==> src/rtl/hex_disp_pkg.sv <==
// Shared 7-segment helpers: hex-digit segment table (gfedcba, active-low)
// and the digit-count helper used to size the scan outputs.
package hex_disp_pkg;

  // Packed table listed from index 15 (F) down to index 0.
  localparam logic [15:0][6:0] SEG_CODES = {
    7'b0001110, 7'b0000110, 7'b0100001, 7'b1000110,
    7'b0000011, 7'b0001000, 7'b0010000, 7'b0000000,
    7'b1111000, 7'b0000010, 7'b0010010, 7'b0011001,
    7'b0110000, 7'b0100100, 7'b1111001, 7'b1000000
  };

  function automatic int unsigned num_digits(input int unsigned data_w);
    return data_w / 4;
  endfunction

  function automatic logic [6:0] seg_decode(input logic [3:0] nib);
    return SEG_CODES[nib];
  endfunction

endpackage

==> src/rtl/hex_scan.sv <==
// Multiplexed hex display scanner: prescaler, digit index, per-scan value
// snapshot and registered segment/digit-enable outputs.
module hex_scan
  import hex_disp_pkg::*;
#(
  parameter int unsigned DATA_W   = 16,
  parameter int unsigned SCAN_DIV = 50000
) (
  input  logic                          clk,
  input  logic                          rst,
  input  logic                          i_freeze,
  input  logic [DATA_W-1:0]             i_load_val,
  output logic [6:0]                    o_seg,
  output logic [num_digits(DATA_W)-1:0] o_dig_en
);

  localparam int unsigned NDIG  = num_digits(DATA_W);
  localparam int unsigned IDX_W = (NDIG > 1) ? $clog2(NDIG) : 1;
  localparam int unsigned PRE_W = $clog2(SCAN_DIV);

  logic [PRE_W-1:0]  r_presc;
  logic [IDX_W-1:0]  r_idx;
  logic [DATA_W-1:0] r_snap;

  logic              w_tc;
  logic              w_last;
  logic [3:0]        w_nib;
  logic [NDIG-1:0]   w_dig;

  always_comb begin
    w_tc   = (r_presc == PRE_W'(SCAN_DIV - 1));
    w_last = (r_idx == IDX_W'(NDIG - 1));
    w_nib  = '0;
    w_dig  = '1;
    for (int unsigned i = 0; i < NDIG; i++) begin
      if (r_idx == IDX_W'(i)) begin
        w_nib    = r_snap[4*i +: 4];
        w_dig[i] = 1'b0;
      end
    end
  end

  // Snapshot only reloads on the wrap to digit 0, so one scan never mixes registers.
  always_ff @(posedge clk) begin
    if (rst) begin
      r_presc  <= '0;
      r_idx    <= '0;
      r_snap   <= '0;
      o_seg    <= SEG_CODES[0];
      o_dig_en <= {{(NDIG-1){1'b1}}, 1'b0};
    end else begin
      o_seg    <= seg_decode(w_nib);
      o_dig_en <= w_dig;
      if (w_tc) begin
        r_presc <= '0;
        if (w_last) begin
          r_idx <= '0;
          if (!i_freeze) r_snap <= i_load_val;
        end else begin
          r_idx <= r_idx + IDX_W'(1);
        end
      end else begin
        r_presc <= r_presc + PRE_W'(1);
      end
    end
  end

endmodule

==> src/rtl/param_reg_file_hexscan.sv <==
// Register file (R0 hard-wired to zero, optional write-to-read forwarding)
// with a scanned hex display of one selected register.
module param_reg_file_hexscan
  import hex_disp_pkg::*;
#(
  parameter int unsigned DATA_W   = 16,
  parameter int unsigned ADDR_W   = 3,
  parameter int unsigned BYPASS   = 1,
  parameter int unsigned SCAN_DIV = 50000
) (
  input  logic                          clk,
  input  logic                          rst,
  input  logic                          we,
  input  logic [ADDR_W-1:0]             wdest,
  input  logic [DATA_W-1:0]             wdata,
  input  logic [ADDR_W-1:0]             raddr1,
  input  logic [ADDR_W-1:0]             raddr2,
  output logic [DATA_W-1:0]             rdata1,
  output logic [DATA_W-1:0]             rdata2,
  input  logic [ADDR_W-1:0]             disp_sel,
  input  logic                          disp_freeze,
  output logic [6:0]                    seg,
  output logic [num_digits(DATA_W)-1:0] dig_en
);

  localparam int unsigned DEPTH = 2 ** ADDR_W;

  logic [DATA_W-1:0] r_regs [DEPTH];

  logic              w_wr;
  logic [ADDR_W-1:0] w_ra [3];
  logic [DATA_W-1:0] w_rd [3];

  // Three identical read ports; the third feeds the display snapshot.
  always_comb begin
    w_wr    = we && (wdest != '0);
    w_ra[0] = raddr1;
    w_ra[1] = raddr2;
    w_ra[2] = disp_sel;
    for (int unsigned p = 0; p < 3; p++) begin
      w_rd[p] = r_regs[w_ra[p]];
      if ((BYPASS != 0) && w_wr && (w_ra[p] == wdest)) w_rd[p] = wdata;
      if (w_ra[p] == '0) w_rd[p] = '0;
    end
    rdata1 = w_rd[0];
    rdata2 = w_rd[1];
  end

  always_ff @(posedge clk) begin
    if (rst) begin
      for (int unsigned i = 0; i < DEPTH; i++) r_regs[i] <= '0;
    end else if (w_wr) begin
      r_regs[wdest] <= wdata;
    end
  end

  hex_scan #(
    .DATA_W  (DATA_W),
    .SCAN_DIV(SCAN_DIV)
  ) u_scan (
    .clk       (clk),
    .rst       (rst),
    .i_freeze  (disp_freeze),
    .i_load_val(w_rd[2]),
    .o_seg     (seg),
    .o_dig_en  (dig_en)
  );

endmodule

==> config.mk <==
export PLATFORM = sky130hd
export DESIGN_NAME = param_reg_file_hexscan
export DESIGN_NICKNAME = d
export VERILOG_FILES = /design/src/rtl/hex_disp_pkg.sv /design/src/rtl/hex_scan.sv /design/src/rtl/param_reg_file_hexscan.sv
export SDC_FILE = /design/constraint.sdc
export NUM_CORES = 1
export LEC_CHECK = 0
export ABC_AREA = 0
export CELL_PAD_IN_SITES_DETAIL_PLACEMENT = 1
export CELL_PAD_IN_SITES_GLOBAL_PLACEMENT = 2
export CORE_ASPECT_RATIO = 2
export CORE_MARGIN = 1
export CORE_UTILIZATION = 40
export DETAILED_ROUTE_END_ITERATION = 7
export PLACE_DENSITY = 0.73
export SYNTH_ARGS = -nofsm -noshare
export SYNTH_HDL_FRONTEND = slang
export SYNTH_SLANG_ARGS = --single-unit
==> constraint.sdc <==
create_clock -name clk -period 6 [get_ports clk]
set_input_delay 1.2 -clock clk [delete_from_list [all_inputs] [get_ports clk]]
set_output_delay 1.2 -clock clk [all_outputs]
set_load 0.02 [all_outputs]
-- Word-level counts from Yosys, hierarchy flattened
Memories as Yosys holds them, arrays and structs flattened. A register that Yosys moved wholly into a read port is not among the register bits.
Index checks and enable logic that the tools add are counted.
- bits in registers: 38
- memory bits (writable): 128
- bits in read-only memories: 112
- bits of input ports: 32
- output and inout port bits: 43
- logic and storage cells: 51
- memories kept: 2
- add/subtract/negate cells: 2
- equal/unequal tests: 7
- multiplexer cells: 23
- bitwise logic cells: 1
- reductions and logical operators: 12
- memory list (name ; words ; bits a word ; rd ports ; clocked after Yosys merged registers in ; wr ports ; RTL line ; text):
    r_regs ; 8 ; 16 ; 3 ; 0 ; 8 ; param_reg_file_hexscan.sv:28 ; logic [DATA_W-1:0] r_regs [DEPTH];
    (name not given) ; 16 ; 7 ; 1 ; 1 ; 0 ; hex_disp_pkg.sv:18 ; return SEG_CODES[nib];
- operator list (operator ; number):
    $mux W16 ; 7
    $add A16 B1 Y16 const B ; 1
    $eq A16 B16 Y1 const B ; 1
    $mux W4 ; 4
    $reduce_or A16 Y1 ; 1
    $mux W1 ; 10
    $eq A3 B3 Y1 ; 3
    $logic_not A3 Y1 ; 3
    $eq A2 B2 Y1 const B ; 2
    $logic_and A1 B1 Y1 ; 4
    $mux W3 ; 1
    $reduce_and A3 Y1 ; 1
    $reduce_bool A3 Y1 ; 1
    $add A2 B1 Y2 const B ; 1
    $eq A2 B1 Y1 const B ; 1
    $logic_not A2 Y1 ; 1
    $mux W2 ; 1
    $reduce_or A2 Y1 ; 1
    $not A1 Y1 ; 1

-- Logic depth before layout (Yosys ltp)
- depth after elaboration: 7
- mapped depth: 10

-- Cells and area by module
A second synthesis with hierarchy kept.
- cells, all modules: 922
- area, all modules: 11101.9 um^2
- by module, submodules not included (module ; times used ; cells an instance ; area an instance (um^2) ; sequential area each (um^2)):
    param_reg_file_hexscan ; 1 ; 674 ; 8927.3 ; 3843.7
    hex_scan ; 1 ; 248 ; 2174.6 ; 900.9

-- Worst setup path after synthesis
Ideal clock, no wire load.
- path type: input to output
- start point: input wdest[1]
- end point: output rdata2[10]
- arrival time: 3.084 ns
- data required time: 4.800 ns
- setup slack: 1.716 ns
- cell stages on the path: 6
- buffers on the path: 2
- path through: clkbuf_1 or3b_2 a211oi_1 o211ai_1 clkbuf_1 a211oi_1
- cells in the longest elaborated chain, start to end: 5
- RTL lines (element ; RTL line ; text):
    start: declaration ; param_reg_file_hexscan.sv:14 ; input logic [ADDR_W-1:0] wdest,
    $reduce_bool A3 Y1 ; param_reg_file_hexscan.sv:36 ; w_wr = we && (wdest != '0);
    $logic_and A1 B1 Y1 ; param_reg_file_hexscan.sv:36 ;
    $logic_and A1 B1 Y1 (*) ; param_reg_file_hexscan.sv:42 ; if ((BYPASS != 0) && w_wr && (w_ra[p] == wdest)) w_rd[p] = wdata;
    $mux W16 (*) ; param_reg_file_hexscan.sv:42 ;
    $mux W16 (*) ; param_reg_file_hexscan.sv:43 ; if (w_ra[p] == '0) w_rd[p] = '0;
    end: declaration ; param_reg_file_hexscan.sv:19 ; output logic [DATA_W-1:0] rdata2,
Every way passes the cells marked *; elsewhere a longest branch is shown, timed or not.

-- Worst setup path after layout
- start point: input wdest[1]
- end point: output rdata2[1]
The elaborated chain is that of the path after synthesis.

==> run summary <==
======================================================================================================
Outcome                                                                                   finished, final reports clean
CTS HTree Levels                                                                                     4
Placement Rows                                                                                      82
Post-route insts no fill                                                                          1191
Detail-routed via count per cell                                                                  5.99
Synthesis-to-finish area growth                                                                  17.1%
Sum of negative setup slack                                                                       0 ns
Layout cells sized above 1                                                                       23.2%
Setup repair after global routing missed its margin                                              false
Netlist area before placement                                                               10200 um^2
Number of maximum-capacitance constraint violations                                                  0
Fraction of the yosys area taken by sequential cells                                             46.4%
Buffers from clock root to sink, at most                                                             2
Clock tree from TritonCTS                                                                          yes
Via count                                                                                         7139
Via count of the first global-routing pass                                                        7931
Launching element of the worst setup path                                                     wdest[1]
Detailed-route DRC error count                                                                       0
Starting density of the core                                                                     40.8%
HP Class                                                                                    reg -> reg
Kind of critical path                                                                        in -> out
Boundary pin count                                                                                  75
Post-Syn Instances                                                                                 765
Data arrival at the endpoint of the critical path                                              4.11 ns
Total setup buffers inserted after CTS                                                               0
Kind of capture point of the worst setup path                                              output port
Setup violation total in the final timing report                                                     0
Worst reg2reg startpoint                                                                  u_scan.r_presc[4]
Final antenna-violating net count                                                                    0
Total routing usage reported by global routing                                                   27.0%
Count of cells resized by post-cts repair                                                            0
Proportion of total power due to net switching                                                   26.1%
Post-synthesis register bit count                                                                  173
Data required time at the worst endpoint                                                       4.80 ns
Mean Syn Cell Area                                                                           13.4 um^2
Sum of internal, switching and leakage power                                                   3.07 mW
Top layer reached by signal wires                                                                 met4
First-pass GRT wire length                                                                     49.7 mm
Wirelength per Cell                                                                            27.9 um
Final Cycle Share                                                                                88.4%
EDFF count, synth                                                                                  128
CTS hold repair buffers                                                                              0
Most instantiated flip-flop cell in the synthesis netlist                                 sky130_fd_sc_hd__edfxtp_1
NetSw                                                                                           802 uW
Final nets                                                                                         885
Library cell with the highest instance count after synthesis                              sky130_fd_sc_hd__edfxtp_1
Clock tree sinks                                                                                   173
Logic pwr share                                                                                  17.3%
Last weighted congestion value of the routability-driven placer                                  0.799
Worst hold slack after final layout                                                           0.452 ns
Clock transition at the register clock pins on the worst setup and hold paths after CTS        0.06 ns
HPWL after detailed placement                                                                  21.8 mm
CTS root buf                                                                              sky130_fd_sc_hd__clkbuf_16
Post-Place Setup Slack                                                                        0.675 ns
Clock power frac                                                                                 37.1%
Placeable core region                                                                       25000 um^2
Min Clock Period, post-route                                                                   5.31 ns
Cells taking the most area after synthesis                                                sky130_fd_sc_hd__edfxtp_1, sky130_fd_sc_hd__mux4_2, sky130_fd_sc_hd__dfxtp_1
Horizontal die dimension                                                                        115 um
Peak VDD IR                                                                                   0.236 mV
Power density normalized to cell area                                                      256 nW/um^2
Critical path launch point type                                                              input pin
CP Max Fanout                                                                                       28
Headroom to the max-slew limit                                                                   24.3%
Number of antenna violations at the first check in global routing                                    0
Routed WL                                                                                      33.3 mm
Router iterations before antenna repair                                                              5
Die outline area                                                                            26200 um^2
Number of hold violations in the final report                                                        0
Total grt overflow                                                                                   0
Leakage component of the power                                                                 4.26 nW
Post-synthesis cell type with the largest combined area                                   sky130_fd_sc_hd__edfxtp_1
Post-Route Skew                                                                             0.00896 ns
Final Max Tran Viols                                                                                 0
Highest Clock Rate                                                                             188 MHz
Area share of the leading cell type in the synthesized netlist                                   37.6%
Largest net degree at the start of global routing                                                   38
DIE HEIGHT                                                                                      228 um
Number of buffers added by the clock tree synthesis step                                            17
Placed Cells incl. Taps                                                                           1159
Share of synthesized flip-flops with an asynchronous set or reset                                   0%
Antenna Cells                                                                                        0
Share of total power in sequential cells                                                         45.5%
Met2 Wirelength                                                                                18.8 mm
Library cells used by synthesis                                                                     47
Internal                                                                                       2.26 mW
Transition time of the tightest slew-check pin                                                 1.13 ns
Startpoint of the lowest-slack hold path                                                  u_scan.r_presc[0]
Setup WS post-layout                                                                          0.693 ns
DR WL met3                                                                                     1.53 mm
Port-buffer cells                                                                                   74
Iteration-0 DRC Markers                                                                            438
Synth warn                                                                                           0
Met1 WL                                                                                        11.6 mm
Clock network latency to the later pin of the worst-skew pair                                  0.45 ns
Top cell types by occurrence after synthesis                                              sky130_fd_sc_hd__edfxtp_1, sky130_fd_sc_hd__and2_1, sky130_fd_sc_hd__mux4_2
======================================================================================================
## per-stage QoR
| stage | util, % | cell area [um^2] |
|---|---|---|
| 2_1_floorplan | - | 10300 |
| 3_3_place_gp | 45.4 | 11400 |
| 3_5_place_dp | 45.4 | 11400 |
| 4_1_cts | 47.8 | 12000 |
| 5_1_grt | 47.8 | 12000 |
| 6_report | 47.8 | 12000 |
## logic make-up (layout without fill, tap and decap cells)
kind of cell             Yosys count  after routing  synth area share (%)
XOR/XNOR                          20             20                  1.71
flip-flops                       173            173                  46.4
other                              1             16                0.0367
AND/OR/NAND/NOR                  254            254                  13.8
AO/OA/AOI/OAI                     71             71                  5.23
multiplexers                     168            168                  28.4
buffers and inverters             67            142                  3.06
adder cells (fa/ha/maj)           11             11                  1.35
## routing by layer
layer	GRT usage, %	vias up
met4	13.1	0
met2	50.1	236
met5	0	-
li1	-	3060
met3	4.97	93
met1	28.6	3750
## worst max-delay path, cell delays in order
cell                              delay, ns
sky130_fd_sc_hd__clkdlybuf4s50_1       0.69
sky130_fd_sc_hd__or3b_2                0.48
sky130_fd_sc_hd__a211oi_1              0.24
sky130_fd_sc_hd__o211ai_1              0.15
sky130_fd_sc_hd__buf_4                 0.29
sky130_fd_sc_hd__a211oi_1              0.37
sky130_fd_sc_hd__clkdlybuf4s50_1       0.69
## sequential cells by signal, summed over array words and instances (netlist names)
register / flops
u_scan.r_presc: 16
u_scan.r_snap: 16
u_scan.o_dig_en: 4
r_regs: 128
u_scan.o_seg: 7
u_scan.r_idx: 2
## final timing paths
check	to	slack, ns	cells after the start
max	rdata2[1]	0.69	7
max reg2reg	u_scan.r_snap[11]	3.59	5
min	u_scan.r_presc[0]	0.45	1
min reg2reg	u_scan.r_presc[0]	0.45	1
## power by group through the flow
stage / registers (mW) / logic [mW] / clock network (mW)
global placement: 1.41 / 0.524 / 0
floorplan: 1.40 / 0.330 / 0
CTS: 1.39 / 0.536 / 1.16
detailed placement: 1.42 / 0.535 / 0
finish: 1.40 / 0.532 / 1.14
global route: 1.40 / 0.559 / 1.20
## cell usage in the layout, fill, tap and decap left out, drive strengths merged, types with 2 or more instances in the layout
cell	netlist	routed
a211oi	40	40
nand2b	5	5
and2	114	114
o21ai	6	6
conb	1	16
nor2	72	72
and3	2	2
mux4	96	96
a21oi	2	2
or2	8	8
a31oi	2	2
o2bb2ai	16	16
mux2i	53	53
nor3b	3	3
nand2	14	14
buf	13	34
edfxtp	128	128
clkbuf	46	25
or4	2	2
mux2	19	19
xnor2	13	13
dfxtp	45	45
nor3	7	7
nand4	2	2
inv	7	11
nor2b	7	7
ha	11	11
nand3	6	6
xor2	7	7
or3b	3	3
clkdlybuf4s50	0	69
clkinv	0	2
nand3b	5	5
## final cells by class
| cell class | count | area [um^2] |
|---|---|---|
| Fill cell | 2621 | 13100 |
| Multi-Input combinational cell | 540 | 5250 |
| Sequential cell | 173 | 4740 |
| Timing Repair Buffer | 103 | 933 |
| Clock buffer | 25 | 529 |
| Tap cell | 336 | 420 |
| Clock inverter | 7 | 70.1 |
| Inverter | 7 | 26.3 |
Note: power is estimated with default switching activity, not from simulation.
